### src/rtl/mem_port_arbiter.sv
// Round-robin arbiter sharing one req/gnt/rvalid memory port between the fetch and LSU masters.
// An owner-ID FIFO tracks granted-but-unanswered transactions so in-order responses return to their issuer.
module mem_port_arbiter #(
  parameter int WORD_WIDTH      = 32,
  parameter int MAX_OUTSTANDING = 2
) (
  input  logic                  clk,
  input  logic                  rst,

  input  logic                  instr_req_i,
  input  logic [WORD_WIDTH-1:0] instr_addr_i,
  output logic                  instr_gnt_o,
  output logic                  instr_rvalid_o,
  output logic [WORD_WIDTH-1:0] instr_rdata_o,

  input  logic                  data_req_i,
  input  logic [WORD_WIDTH-1:0] data_addr_i,
  input  logic                  data_we_i,
  input  logic [3:0]            data_be_i,
  input  logic [WORD_WIDTH-1:0] data_wdata_i,
  output logic                  data_gnt_o,
  output logic                  data_rvalid_o,
  output logic [WORD_WIDTH-1:0] data_rdata_o,

  output logic                  mem_req_o,
  output logic [WORD_WIDTH-1:0] mem_addr_o,
  output logic                  mem_we_o,
  output logic [3:0]            mem_be_o,
  output logic [WORD_WIDTH-1:0] mem_wdata_o,
  input  logic                  mem_gnt_i,
  input  logic                  mem_rvalid_i,
  input  logic [WORD_WIDTH-1:0] mem_rdata_i,

  output logic                  err_o
);

  localparam int PTR_W = (MAX_OUTSTANDING > 1) ? $clog2(MAX_OUTSTANDING) : 1;
  localparam int CNT_W = $clog2(MAX_OUTSTANDING + 1);

  typedef enum logic {
    OWN_INSTR = 1'b0,
    OWN_DATA  = 1'b1
  } owner_e;

  owner_e                     last_winner_q, last_winner_d;
  owner_e                     locked_owner_q, locked_owner_d;
  logic                       lock_q, lock_d;
  logic [MAX_OUTSTANDING-1:0] fifo_q, fifo_d;
  logic [PTR_W-1:0]           wr_ptr_q, wr_ptr_d;
  logic [PTR_W-1:0]           rd_ptr_q, rd_ptr_d;
  logic [CNT_W-1:0]           count_q, count_d;
  logic                       err_q, err_d;

  owner_e sel;
  owner_e head;
  logic   sel_req;
  logic   not_full;
  logic   fifo_empty;
  logic   push;
  logic   pop;

  function automatic logic [PTR_W-1:0] ptr_inc(input logic [PTR_W-1:0] p);
    return (p == PTR_W'(MAX_OUTSTANDING - 1)) ? '0 : p + PTR_W'(1);
  endfunction

  // A stalled request keeps its owner, otherwise alternate away from the last winner.
  always_comb begin
    sel = OWN_INSTR;
    if (lock_q) begin
      sel = locked_owner_q;
    end else if (instr_req_i && !data_req_i) begin
      sel = OWN_INSTR;
    end else if (data_req_i && !instr_req_i) begin
      sel = OWN_DATA;
    end else if (data_req_i && instr_req_i) begin
      sel = (last_winner_q == OWN_INSTR) ? OWN_DATA : OWN_INSTR;
    end
  end

  assign fifo_empty = (count_q == '0);
  assign not_full   = (count_q < CNT_W'(MAX_OUTSTANDING));
  assign sel_req    = (sel == OWN_DATA) ? data_req_i : instr_req_i;
  assign head       = owner_e'(fifo_q[rd_ptr_q]);

  assign mem_req_o  = sel_req && not_full && !rst;
  assign push       = mem_req_o && mem_gnt_i;
  assign pop        = mem_rvalid_i && !fifo_empty && !rst;

  always_comb begin
    mem_addr_o  = instr_addr_i;
    mem_we_o    = 1'b0;
    mem_be_o    = 4'b1111;
    mem_wdata_o = '0;
    if (sel == OWN_DATA) begin
      mem_addr_o  = data_addr_i;
      mem_we_o    = data_we_i;
      mem_be_o    = data_be_i;
      mem_wdata_o = data_wdata_i;
    end
  end

  assign instr_gnt_o    = push && (sel == OWN_INSTR);
  assign data_gnt_o     = push && (sel == OWN_DATA);
  assign instr_rvalid_o = pop && (head == OWN_INSTR);
  assign data_rvalid_o  = pop && (head == OWN_DATA);
  assign instr_rdata_o  = mem_rdata_i;
  assign data_rdata_o   = mem_rdata_i;
  assign err_o          = err_q;

  always_comb begin
    last_winner_d  = last_winner_q;
    locked_owner_d = locked_owner_q;
    lock_d         = lock_q;
    fifo_d         = fifo_q;
    wr_ptr_d       = wr_ptr_q;
    rd_ptr_d       = rd_ptr_q;
    count_d        = count_q;
    err_d          = err_q;

    if (push) begin
      lock_d           = 1'b0;
      last_winner_d    = sel;
      fifo_d[wr_ptr_q] = sel;
      wr_ptr_d         = ptr_inc(wr_ptr_q);
    end else if (mem_req_o) begin
      lock_d         = 1'b1;
      locked_owner_d = sel;
    end

    if (pop) begin
      rd_ptr_d = ptr_inc(rd_ptr_q);
    end

    case ({push, pop})
      2'b10:   count_d = count_q + CNT_W'(1);
      2'b01:   count_d = count_q - CNT_W'(1);
      default: count_d = count_q;
    endcase

    // A response with nothing outstanding (including leftovers from before a reset) is a protocol error.
    if (mem_rvalid_i && fifo_empty) begin
      err_d = 1'b1;
    end
  end

  always_ff @(posedge clk or posedge rst) begin
    if (rst) begin
      last_winner_q  <= OWN_INSTR;
      locked_owner_q <= OWN_INSTR;
      lock_q         <= 1'b0;
      fifo_q         <= '0;
      wr_ptr_q       <= '0;
      rd_ptr_q       <= '0;
      count_q        <= '0;
      err_q          <= 1'b0;
    end else begin
      last_winner_q  <= last_winner_d;
      locked_owner_q <= locked_owner_d;
      lock_q         <= lock_d;
      fifo_q         <= fifo_d;
      wr_ptr_q       <= wr_ptr_d;
      rd_ptr_q       <= rd_ptr_d;
      count_q        <= count_d;
      err_q          <= err_d;
    end
  end

endmodule

### config.mk
export PLATFORM = sky130hd
export DESIGN_NAME = mem_port_arbiter
export DESIGN_NICKNAME = d
export VERILOG_FILES = /design/src/rtl/mem_port_arbiter.sv
export SDC_FILE = /design/constraint.sdc
export NUM_CORES = 1
export LEC_CHECK = 0
export ABC_AREA = 1
export ABC_CLOCK_PERIOD_IN_PS = 1900
export CORE_AREA = 5 5 104 106
export DETAILED_ROUTE_END_ITERATION = 10
export DIE_AREA = 0 0 109 111
export PLACE_DENSITY = 0.69
export SETUP_SLACK_MARGIN = 0.05
export SLEW_MARGIN = 20
export SYNTH_ARGS = -nofsm -noshare
export SYNTH_HDL_FRONTEND = slang
export SYNTH_SLANG_ARGS = --single-unit
### constraint.sdc
create_clock -name clk -period 1.9 [get_ports clk]
set_clock_uncertainty 0.1 [all_clocks]
set_input_delay 0.19 -clock clk [delete_from_list [all_inputs] [get_ports clk]]
set_output_delay 0.19 -clock clk [all_outputs]
set_load 0.02 [all_outputs]
==> results of run 1 <==
per-layer routing:
layer  global-route usage (%)  part of all wire (%)  wire [um]  vias up
met1                     12.4                    35       2730      888
met5                        0                     0          0        -
met2                     21.3                    48       3710      147
met3                     5.53                    14       1110       30
met4                     4.80                   3.0        230        0
li1                         -                     -          -     1083
path summary, 6_finish.rpt:
check                      slack (ps)          endpoint            start  cells after the start
min reg2reg                       370             err_o            err_o                      1
min                               130             err_o              rst                      3
max reg2reg                       120        count_q[1]           lock_q                     10
max in group asynchronous        1380    locked_owner_q              rst                      3
min in group clk                  280  data_rdata_o[31]  mem_rdata_i[31]                      0
max                                80    mem_addr_o[23]           lock_q                      7
registers in the layout, indices dropped and copies added (netlist names):
signal	cells
err_o	1
rd_ptr_q	1
last_winner_q	1
wr_ptr_q	1
fifo_q	2
count_q	2
locked_owner_q	1
lock_q	1
timing repair:
| item | in CTS | in global routing |
|---|---|---|
| setup endpoints to repair | 75 | 63 |
| setup buffers | 3 | 2 |
| cloned | 1 | 0 |
| pin swaps | 3 | 6 |
| gates resized for setup | 245 | 64 |
stage by stage:
| step | setup slack, ps | cell area [um2] | total power [mW] | cells |
|---|---|---|---|---|
| floorplan | 123 | 1720 | 2.25 | 304 |
| global placement | -339 | 3310 | 3.66 | 561 |
| global route | -25.5 | 3220 | 4.08 | 571 |
| finish | 76.0 | 3220 | 3.78 | 571 |
| CTS | 28.9 | 3380 | 3.88 | 569 |
| detailed placement | -367 | 3310 | 3.71 | 561 |
logic make-up (layout without fill, tap and decap cells):
kind of cell               Yosys count  after routing  share of synthesized area [%]
DFF                                 10             10                           14.5
buffers and inverters              118            252                           41.3
xor gates and xnor gates             3              3                           1.52
and+or+nand+nor                    165            165                           39.8
adders and majority gates            1              1                          0.726
AOI/OAI and AO/OA                    7              7                           2.18
Yosys cell counts:
cell	n	share of area (%)
a21o_1	1	0.44
a21oi_1	1	0.29
buf_2	6	1.7
buf_4	67	29
buf_6	1	0.65
dfrtp_1	10	15
ha_1	1	0.73
inv_1	42	9.1
inv_2	1	0.22
inv_4	1	0.36
nand2_1	110	24
nand2_2	1	0.36
nand2_4	1	0.65
nand3_1	1	0.29
nand3_2	2	1.2
nand3_4	1	1.0
nand3b_1	1	0.44
nand4_1	2	0.73
nor2_1	40	8.7
nor2_2	1	0.36
nor2_4	1	0.65
o21ai_0	3	0.87
o21ai_1	2	0.58
or2_1	2	0.73
or2_2	2	0.73
xnor2_1	2	1.0
xor2_1	1	0.51
power by group through the flow:
| stage | sequential, mW | clock, mW | combinational (mW) |
|---|---|---|---|
| floorplan | 0.368 | 0 | 1.88 |
| global placement | 0.377 | 0 | 3.28 |
| detailed placement | 0.385 | 0 | 3.32 |
| CTS | 0.388 | 0.279 | 3.22 |
| global route | 0.412 | 0.289 | 3.38 |
| finish | 0.399 | 0.271 | 3.11 |
worst max-delay path, delay by kind of cell (launching register included):
| family | cells | cell delay, ps |
|---|---|---|
| flops | 1 | 390 |
| simple gates | 4 | 360 |
| buf+inv | 3 | 550 |
final cells by class:
| class | instances | share of cell area (%) |
|---|---|---|
| repair buffers | 204 | 54.2 |
| flip-flops and latches | 10 | 7.77 |
| inverters | 44 | 5.36 |
| clock buffers | 4 | 1.71 |
| multi-input cells | 176 | 25.8 |
| well taps | 133 | 5.17 |
==> impl_metrics.yaml, run 1 <==
placed_design:
  dp_hpwl_um: 6370
  portBuffers: 181
  gp_congestion: 0.790
finish:
  final_cell_mix: "109 x nand2_1, 105 x clkdlybuf4s50_1, 47 x buf_2"
  seq_area_um2: 250
  layout_commonest_cell: "nand2_1"
  antenna_cells: 0
  fin_nets: 579
  multi_input_area_um2: 831
  area_growth_pct: 86.9
  n_fill_cell: 1080
  final_util_pct: 33.3
  post_route_cells_drive_above_1_share_pct: 26.3
floorplanning:
  dieArea_um2: 12100
  die_h_um: 111
  initial_core_util_pct: 17.8
  top_level_ports: 278
  core_area_um2: 9680
  die_w_um: 109
  fp-row-count: 36
flow_run:
  cap_violations: 0
sta:
  hold-worst-slack_ps: 128
  timing.final.crit_share_pct: 96.0
  rsz0062_at_grt: "true"
  fin_crit_ps: 1820
  finalSetupViolCount: 0
  max_slew_margin_pct: 82.9
  finalHoldViolations: 0
  fmax_mhz: 548
  tns_ps: 0
  tightest_slew_ps: 254
  drv_slew: 0
power:
  p_switching_mw: 2.02
  sw_frac_of_total_pct: 53.5
  power.internal_mw: 1.76
  combPwrFrac_pct: 82.3
  power_frac_seq_pct: 10.6
  peakVddDrop_mv: 0.348
  p_clk_share_pct: 7.2
  p_leak_nw: 1.76
  powerDensity_nw_per_um2: 1170
setup_path:
  worst-endpoint-arrival_ps: 1530
  required_ps: 1610
  path_max_fanout: 10
  crit_slowest_cell: "dfrtp_1"
  critPathLaunchType: "register"
  cpPeakStageDelay_ps: 390
  path_cells: "inv_2, nand3_4, nand2_8, buf_4, nand2_1, nand2_1, clkdlybuf4s15_2"
  end_kind: "primary output"
  cpMostUsedCell: "nand2_1"
  critPathKind: "register to primary output"
grt:
  grt_usage_pct: 12.1
  gr-total-overflow: 0
  grt_start_max_net_pins: 26
  grt_pass1_vias: 2319
  antenna_found_initial: 0
  grt_pass1_wl_um: 11800
cts:
  clock_sinks: 10
  clkTransAtPathRegs_ps: 50
  htreeDepth: 1
  root_buffer: "clkbuf_8"
  tritoncts: "yes"
  cts_buffers: 3
  insertion_delay_ps: 240
  cts_buffer_depth: 2
  holdBufCountCts: 0
synthesis:
  synth_cell_types: 27
  ys_warn_count: 0
  synth_cells: 304
  synth_fp_nets: 444
  synth_area_um2: 1720
  ys_ff_latch: 10
  synth_area_per_cell_um2: 5.67
  yosysSeqAreaShare_pct: 14.5
run_status:
  status: "complete, no violations"
detailed_routing:
  drt_wl_total_um: 7770
  vias: 2148
  vias_per_cell: 3.76
  drt_iter0_markers: 73
  first_pass_iters: 4
  postRouteAntennaNets: 0
  wire_per_inst_um: 13.6
  drc_errors: 0
hold_path:
  min_path_type: "primary input to asynchronous set/reset pin"
Power figures use the tool's default switching activity.
==> inputs of run 2 (changes only) <==
--- a/config.mk
+++ b/config.mk
@@ -8,8 +8,10 @@
 export ABC_AREA = 1
 export ABC_CLOCK_PERIOD_IN_PS = 1900
 export CORE_AREA = 5 5 104 106
+export CTS_BUF_LIST = sky130_fd_sc_hd__clkbuf_2
 export DETAILED_ROUTE_END_ITERATION = 10
 export DIE_AREA = 0 0 109 111
+export MAX_ROUTING_LAYER = met4
 export PLACE_DENSITY = 0.69
 export SETUP_SLACK_MARGIN = 0.05
 export SLEW_MARGIN = 20
==> run 2 against run 1 <==
  * The run now ends with setup timing left
  * Cell count up 1.1%
  * Design area up 3.7%
  * Global-route usage down 0.29 points
  * Critical path depth up 2
  * Critical path type is now primary input to primary output
  * Largest cell class unchanged
  * Largest power group unchanged
==> impl_metrics.yaml, run 2 (synthesis gave the netlist of run 1 again) <==
detailed_routing:
  vias: 2178
  vias_per_cell: 3.77
  drt_iter0_markers: 73
  drt_wl_total_um: 8240
  drc_errors: 0
  first_pass_iters: 4
  wire_per_inst_um: 14.3
  postRouteAntennaNets: 0
power:
  total_power_mw: 4.01
  p_leak_nw: 1.81
  peakVddDrop_mv: 0.325
  powerDensity_nw_per_um2: 1200
sta:
  setup_slack_ps: -14.7
  fmax_mhz: 522
  max_slew_margin_pct: 83.2
  tightest_slew_ps: 249
  fin_crit_ps: 1910
  finalSetupViolCount: 2
  finalHoldViolations: 0
  timing.final.crit_share_pct: 101
  rsz0062_at_grt: "true"
  drv_slew: 0
setup_path:
  worstSetupStartpoint: "instr_req_i"
  r2r_start: "locked_owner_q"
  critPathLaunchType: "primary input"
  critPathKind: "primary input to primary output"
  worst-endpoint-arrival_ps: 1620
  required_ps: 1610
  path_max_fanout: 21
  end_kind: "primary output"
grt:
  grt_pass1_wl_um: 11300
  grt_usage_pct: 11.9
  grt_start_max_net_pins: 42
  gr-total-overflow: 0
  grt_pass1_vias: 2220
  antenna_found_initial: 0
placed_design:
  portBuffers: 181
  gp_congestion: 0.801
  dp_hpwl_um: 6370
  dpl_cell_area_um2: 3310
cts:
  clock_sinks: 10
  cts_buffer_depth: 2
  tritoncts: "yes"
  insertion_delay_ps: 270
  htreeDepth: 1
  clkTransAtPathRegs_ps: 110
  root_buffer: "clkbuf_2"
  holdBufCountCts: 0
  cts_buffers: 3
floorplanning:
  fp-row-count: 36
  top_level_ports: 278
  die_h_um: 111
  dieArea_um2: 12100
  die_w_um: 109
  core_area_um2: 9680
  initial_core_util_pct: 17.8
finish:
  n_fill_cell: 1063
  antenna_cells: 0
  post_route_cells_drive_above_1_share_pct: 29.7
  final_cell_mix: "107 x clkdlybuf4s50_1, 102 x nand2_1, 42 x inv_1, 42 x buf_2, 38 x buf_4"
  reg_top3: "count_q: 2 flops, fifo_q: 2 flops"
  layout_commonest_cell: "clkdlybuf4s50_1"
  seq_area_um2: 250
  finalInstanceArea_um2: 3340
  fin_nets: 585
  multi_input_area_um2: 838
  area_growth_pct: 93.8
run_status:
  status: "finished, violations left"
  violations: "setup timing"
flow_run:
  cap_violations: 0
hold_path:
  min_path_type: "primary input to asynchronous set/reset pin"
run 2: cell types whose count changed in the layout (fill, tap and decap cells not counted), moves of 4 or more:
| cell | before | now |
|---|---|---|
| nand2_1 | 109 | 102 |
| nor2_1 | 38 | 32 |
| clkbuf_8 | 4 | 0 |
| clkbuf_2 | 15 | 4 |
| nor2_2 | 1 | 9 |
| nand2_2 | 1 | 8 |
| buf_2 | 47 | 42 |
| buf_4 | 18 | 38 |
run 2: final cells by class:
class	instances	area share [%]
multi-input cells	176	25.1
clock buffers	3	0.449
repair buffers	210	56.7
inverters	44	5.17
clock inverters	1	0.112
well taps	133	4.98
flip-flops and latches	10	7.49
run 2: timing repair:
action | in CTS | in global routing
setup endpoints to repair | 75 | 68
hold endpoints to repair | 0 | 0
pin swaps | 1 | 4
cloned | 0 | 6
resized for setup | 291 | 62
buffers inserted | 2 | 4
run 2: critical path, stage by stage:
cell	delay, ps
clkdlybuf4s50_1	490
nand2_2	70
nand3_4	120
nand2_8	80
inv_8	110
buf_12	170
nand2_1	60
nand2_1	60
clkdlybuf4s15_2	250
run 2: power breakdown:
part | switching, mW | leakage (nW) | internal, mW | total (mW)
combinational | 1.95 | 1.67 | 1.56 | 3.50
clock | 0.0817 | 0.0140 | 0.0457 | 0.127
sequential | 0.0713 | 0.120 | 0.309 | 0.380
total | 2.10 | 1.81 | 1.91 | 4.01
run 2: per-stage QoR:
stage | setup slack, ps | hold slack (ps) | utilization (%) | cells | setup TNS [ps]
final | -14.7 | 87.7 | 34.5 | 577 | -15.5
after global routing | -108 | 87.6 | 34.5 | 577 | -1080
after CTS | -22.2 | 77.8 | 32.0 | 567 | -43.3
after detailed placement | -367 | 280 | 34.2 | 561 | -20370
after global placement | -339 | 280 | 34.2 | 561 | -18760
after floorplan | 123 | -53.3 | - | 304 | 0
run 2: metal layers:
| metal | track usage (%) | wire (um) | part of all wire (%) |
|---|---|---|---|
| met1 | 11.7 | 3040 | 37 |
| met3 | 5.30 | 1080 | 13 |
| met4 | 4.88 | 257 | 3.1 |
| met2 | 20.1 | 3870 | 47 |
| met5 | - | 0 | 0 |
run 2: path summary, 6_finish.rpt:
path,slack (ps),cells after the start,to
max in group asynchronous,1430,3,locked_owner_q
setup reg to reg,50,9,count_q[1]
hold / removal,90,3,err_o
hold reg to reg,380,1,err_o
setup / recovery,-10,9,mem_addr_o[1]
min in group clk,280,0,data_rdata_o[31]
==> inputs of run 3 (changes only) <==
--- a/config.mk
+++ b/config.mk
@@ -6,13 +6,13 @@
 export NUM_CORES = 1
 export LEC_CHECK = 0
 export ABC_AREA = 1
-export ABC_CLOCK_PERIOD_IN_PS = 1900
-export CORE_AREA = 5 5 104 106
+export ABC_CLOCK_PERIOD_IN_PS = 1550
+export CORE_AREA = 5 5 106 108
 export CTS_BUF_LIST = sky130_fd_sc_hd__clkbuf_2
 export DETAILED_ROUTE_END_ITERATION = 10
-export DIE_AREA = 0 0 109 111
+export DIE_AREA = 0 0 111 113
 export MAX_ROUTING_LAYER = met4
-export PLACE_DENSITY = 0.69
+export PLACE_DENSITY = 0.74
 export SETUP_SLACK_MARGIN = 0.05
 export SLEW_MARGIN = 20
 export SYNTH_ARGS = -nofsm -noshare
==> constraint.sdc (replaced) <==
create_clock -name clk -period 1.55 [get_ports clk]
set_clock_uncertainty 0.1 [all_clocks]
set_input_delay 0.155 -clock clk [delete_from_list [all_inputs] [get_ports clk]]
set_output_delay 0.155 -clock clk [all_outputs]
set_load 0.02 [all_outputs]
==> run 3 against run 2 <==
  * The flow still finishes with violations (setup timing)
  * Setup slack got worse by 250 ps
  * Clock-buffer cell count unchanged
  * Global-route usage increased by 0.55 points
  * Design area increased by 18%
  * Via count increased by 3.8%
  * Sequential share of layout area decreased by 1.1 points
  * Die area increased by 3.7%
  * Clock power increased by 20%
  * First-iteration DRC count decreased by 18%
  * Non-clock buffer count increased by 8
  * Largest power group unchanged
==> impl_metrics.yaml, run 3 (synthesis gave the netlist of run 1 again) <==
run_status:
  status: "finished, violations left"
  violations: "setup timing"
finish:
  final_cell_mix: "105 x clkdlybuf4s50_1, 94 x nand2_1, 60 x buf_6"
  antenna_cells: 0
  fin_nets: 594
  final_util_pct: 38.8
  area_growth_pct: 128
  post_route_cells_drive_above_1_share_pct: 40.2
  multi_input_area_um2: 1070
  finalInstanceArea_um2: 3930
  n_fill_cell: 1004
  seq_area_um2: 250
  layout_commonest_cell: "clkdlybuf4s50_1"
  final_cells: 589
  reg_top3: "count_q: 2 flops, fifo_q: 2 flops"
detailed_routing:
  first_pass_iters: 4
  postRouteAntennaNets: 0
  drc_errors: 0
  vias: 2260
  drt_wl_total_um: 8470
  wire_per_inst_um: 14.4
  vias_per_cell: 3.84
  drt_iter0_markers: 60
setup_path:
  cpPeakStageDelay_ps: 410
  path_buf_inv: 2
  path_max_fanout: 3
  critPathLaunchType: "register"
  path_cells: "nand2_2, buf_6, nor2_4, nor2_4, nand3_4, buf_6, ha_4, a21oi_2, o21ai_1, xor2_1"
  worst-endpoint-arrival_ps: 1870
  end_kind: "register"
  regToRegSetupSlack_ps: -260
  crit_slowest_cell: "dfrtp_1"
  cp_top_family: "flip-flops"
  required_ps: 1610
  critPathKind: "register to register"
  r2r_end: "count_q[1]"
  r2r_start: "lock_q"
  ff2ff_path_depth: 10
sta:
  finalSetupViolCount: 77
  setup_slack_ps: -264
  hold-worst-slack_ps: 210
  max_slew_margin_pct: 85.7
  drv_slew: 0
  finalHoldViolations: 0
  timing.final.crit_share_pct: 117
  rsz0062_at_grt: "true"
  fin_crit_ps: 1810
  tightest_slew_ps: 215
  fmax_mhz: 551
grt:
  grt_start_max_net_pins: 18
  antenna_found_initial: 0
  grt_pass1_vias: 2373
  grt_usage_pct: 12.4
  grt_pass1_wl_um: 12200
  gr-total-overflow: 0
cts:
  cts_buffers: 3
  htreeDepth: 1
  cts_buffer_depth: 2
  clkTransAtPathRegs_ps: 110
  insertion_delay_ps: 260
  root_buffer: "clkbuf_2"
  clock_sinks: 10
  tritoncts: "yes"
placed_design:
  preCtsSetupSlack_ps: -728
  gp_congestion: 0.836
  portBuffers: 181
  dp_hpwl_um: 6530
  dpl_cell_area_um2: 3380
  dp.cells: 569
flow_run:
  cap_violations: 0
power:
  p_leak_nw: 1.94
  powerDensity_nw_per_um2: 1510
  peakVddDrop_mv: 0.752
floorplanning:
  die_w_um: 111
  core_area_um2: 10100
  dieArea_um2: 12500
  die_h_um: 113
  top_level_ports: 278
  fp-row-count: 37
  initial_core_util_pct: 17.0
hold_path:
  min_path_type: "primary input to primary output"
  hold_start: "mem_rdata_i[1]"
  min_to: "data_rdata_o[1]"
  whs_path_depth: 0
-- run 3: power by group --
part / switching, mW / internal [mW]
sequential: 0.0981 / 0.379
clock: 0.0955 / 0.0560
combinational: 2.76 / 2.56
-- run 3: layout make-up --
type                       count  area share (%)
sequential                    10            6.37
timing repair buffer         218            56.8
clock buffer                   3           0.382
timing repair inverter         1           0.223
inverter                      44            4.62
clock inverter                 1          0.0955
tap                          136            4.33
multi-input combinational    176            27.2
-- run 3: worst max-delay path by stage --
stage | cells past startpoint | end | start | slack, ps
floorplan | 8 | count_q[1] | lock_q | -40
global placement | 7 | mem_addr_o[17] | data_req_i | -720
detailed placement | 7 | mem_addr_o[17] | data_req_i | -730
CTS | 8 | mem_addr_o[26] | lock_q | -290
global route | 10 | count_q[1] | last_winner_q | -350
finish | 10 | count_q[1] | lock_q | -260
-- run 3: metal layers --
metal / track usage (%) / share of wire (%) / vias up / wire length [um]
met5: - / 0 / - / 0
met2: 22.2 / 52 / 132 / 4430
met1: 11.9 / 33 / 976 / 2810
met3: 5.40 / 12 / 31 / 984
li1: - / - / 1121 / -
met4: 4.60 / 2.9 / 0 / 246
-- run 3: repair_timing --
| item | 4_1_cts | 5_1_grt |
|---|---|---|
| cloned | 3 | 1 |
| endpoints found under the hold margin | 0 | 10 |
| buffers inserted | 8 | 8 |
| hold buffers | 0 | 1 |
| setup endpoints to repair | 77 | 82 |
| gates resized for setup | 403 | 113 |
| pin swaps | 7 | 14 |
-- run 3: through the flow --
stage,total power [mW],TNS (ps)
global placement,4.55,-48350
global route,6.34,-20340
CTS,5.20,-13840
floorplan,2.78,-35.9
detailed placement,4.63,-49370
finish,5.95,-12650
-- run 3: worst reg2reg max path, cell delays in order, from the launching register on --
cell     delay, ps
dfrtp_1        410
nand2_2        150
buf_6          140
nor2_4          40
nor2_4         110
nand3_4        100
buf_6          140
ha_4           220
a21oi_2         90
o21ai_1         80
xor2_1         140
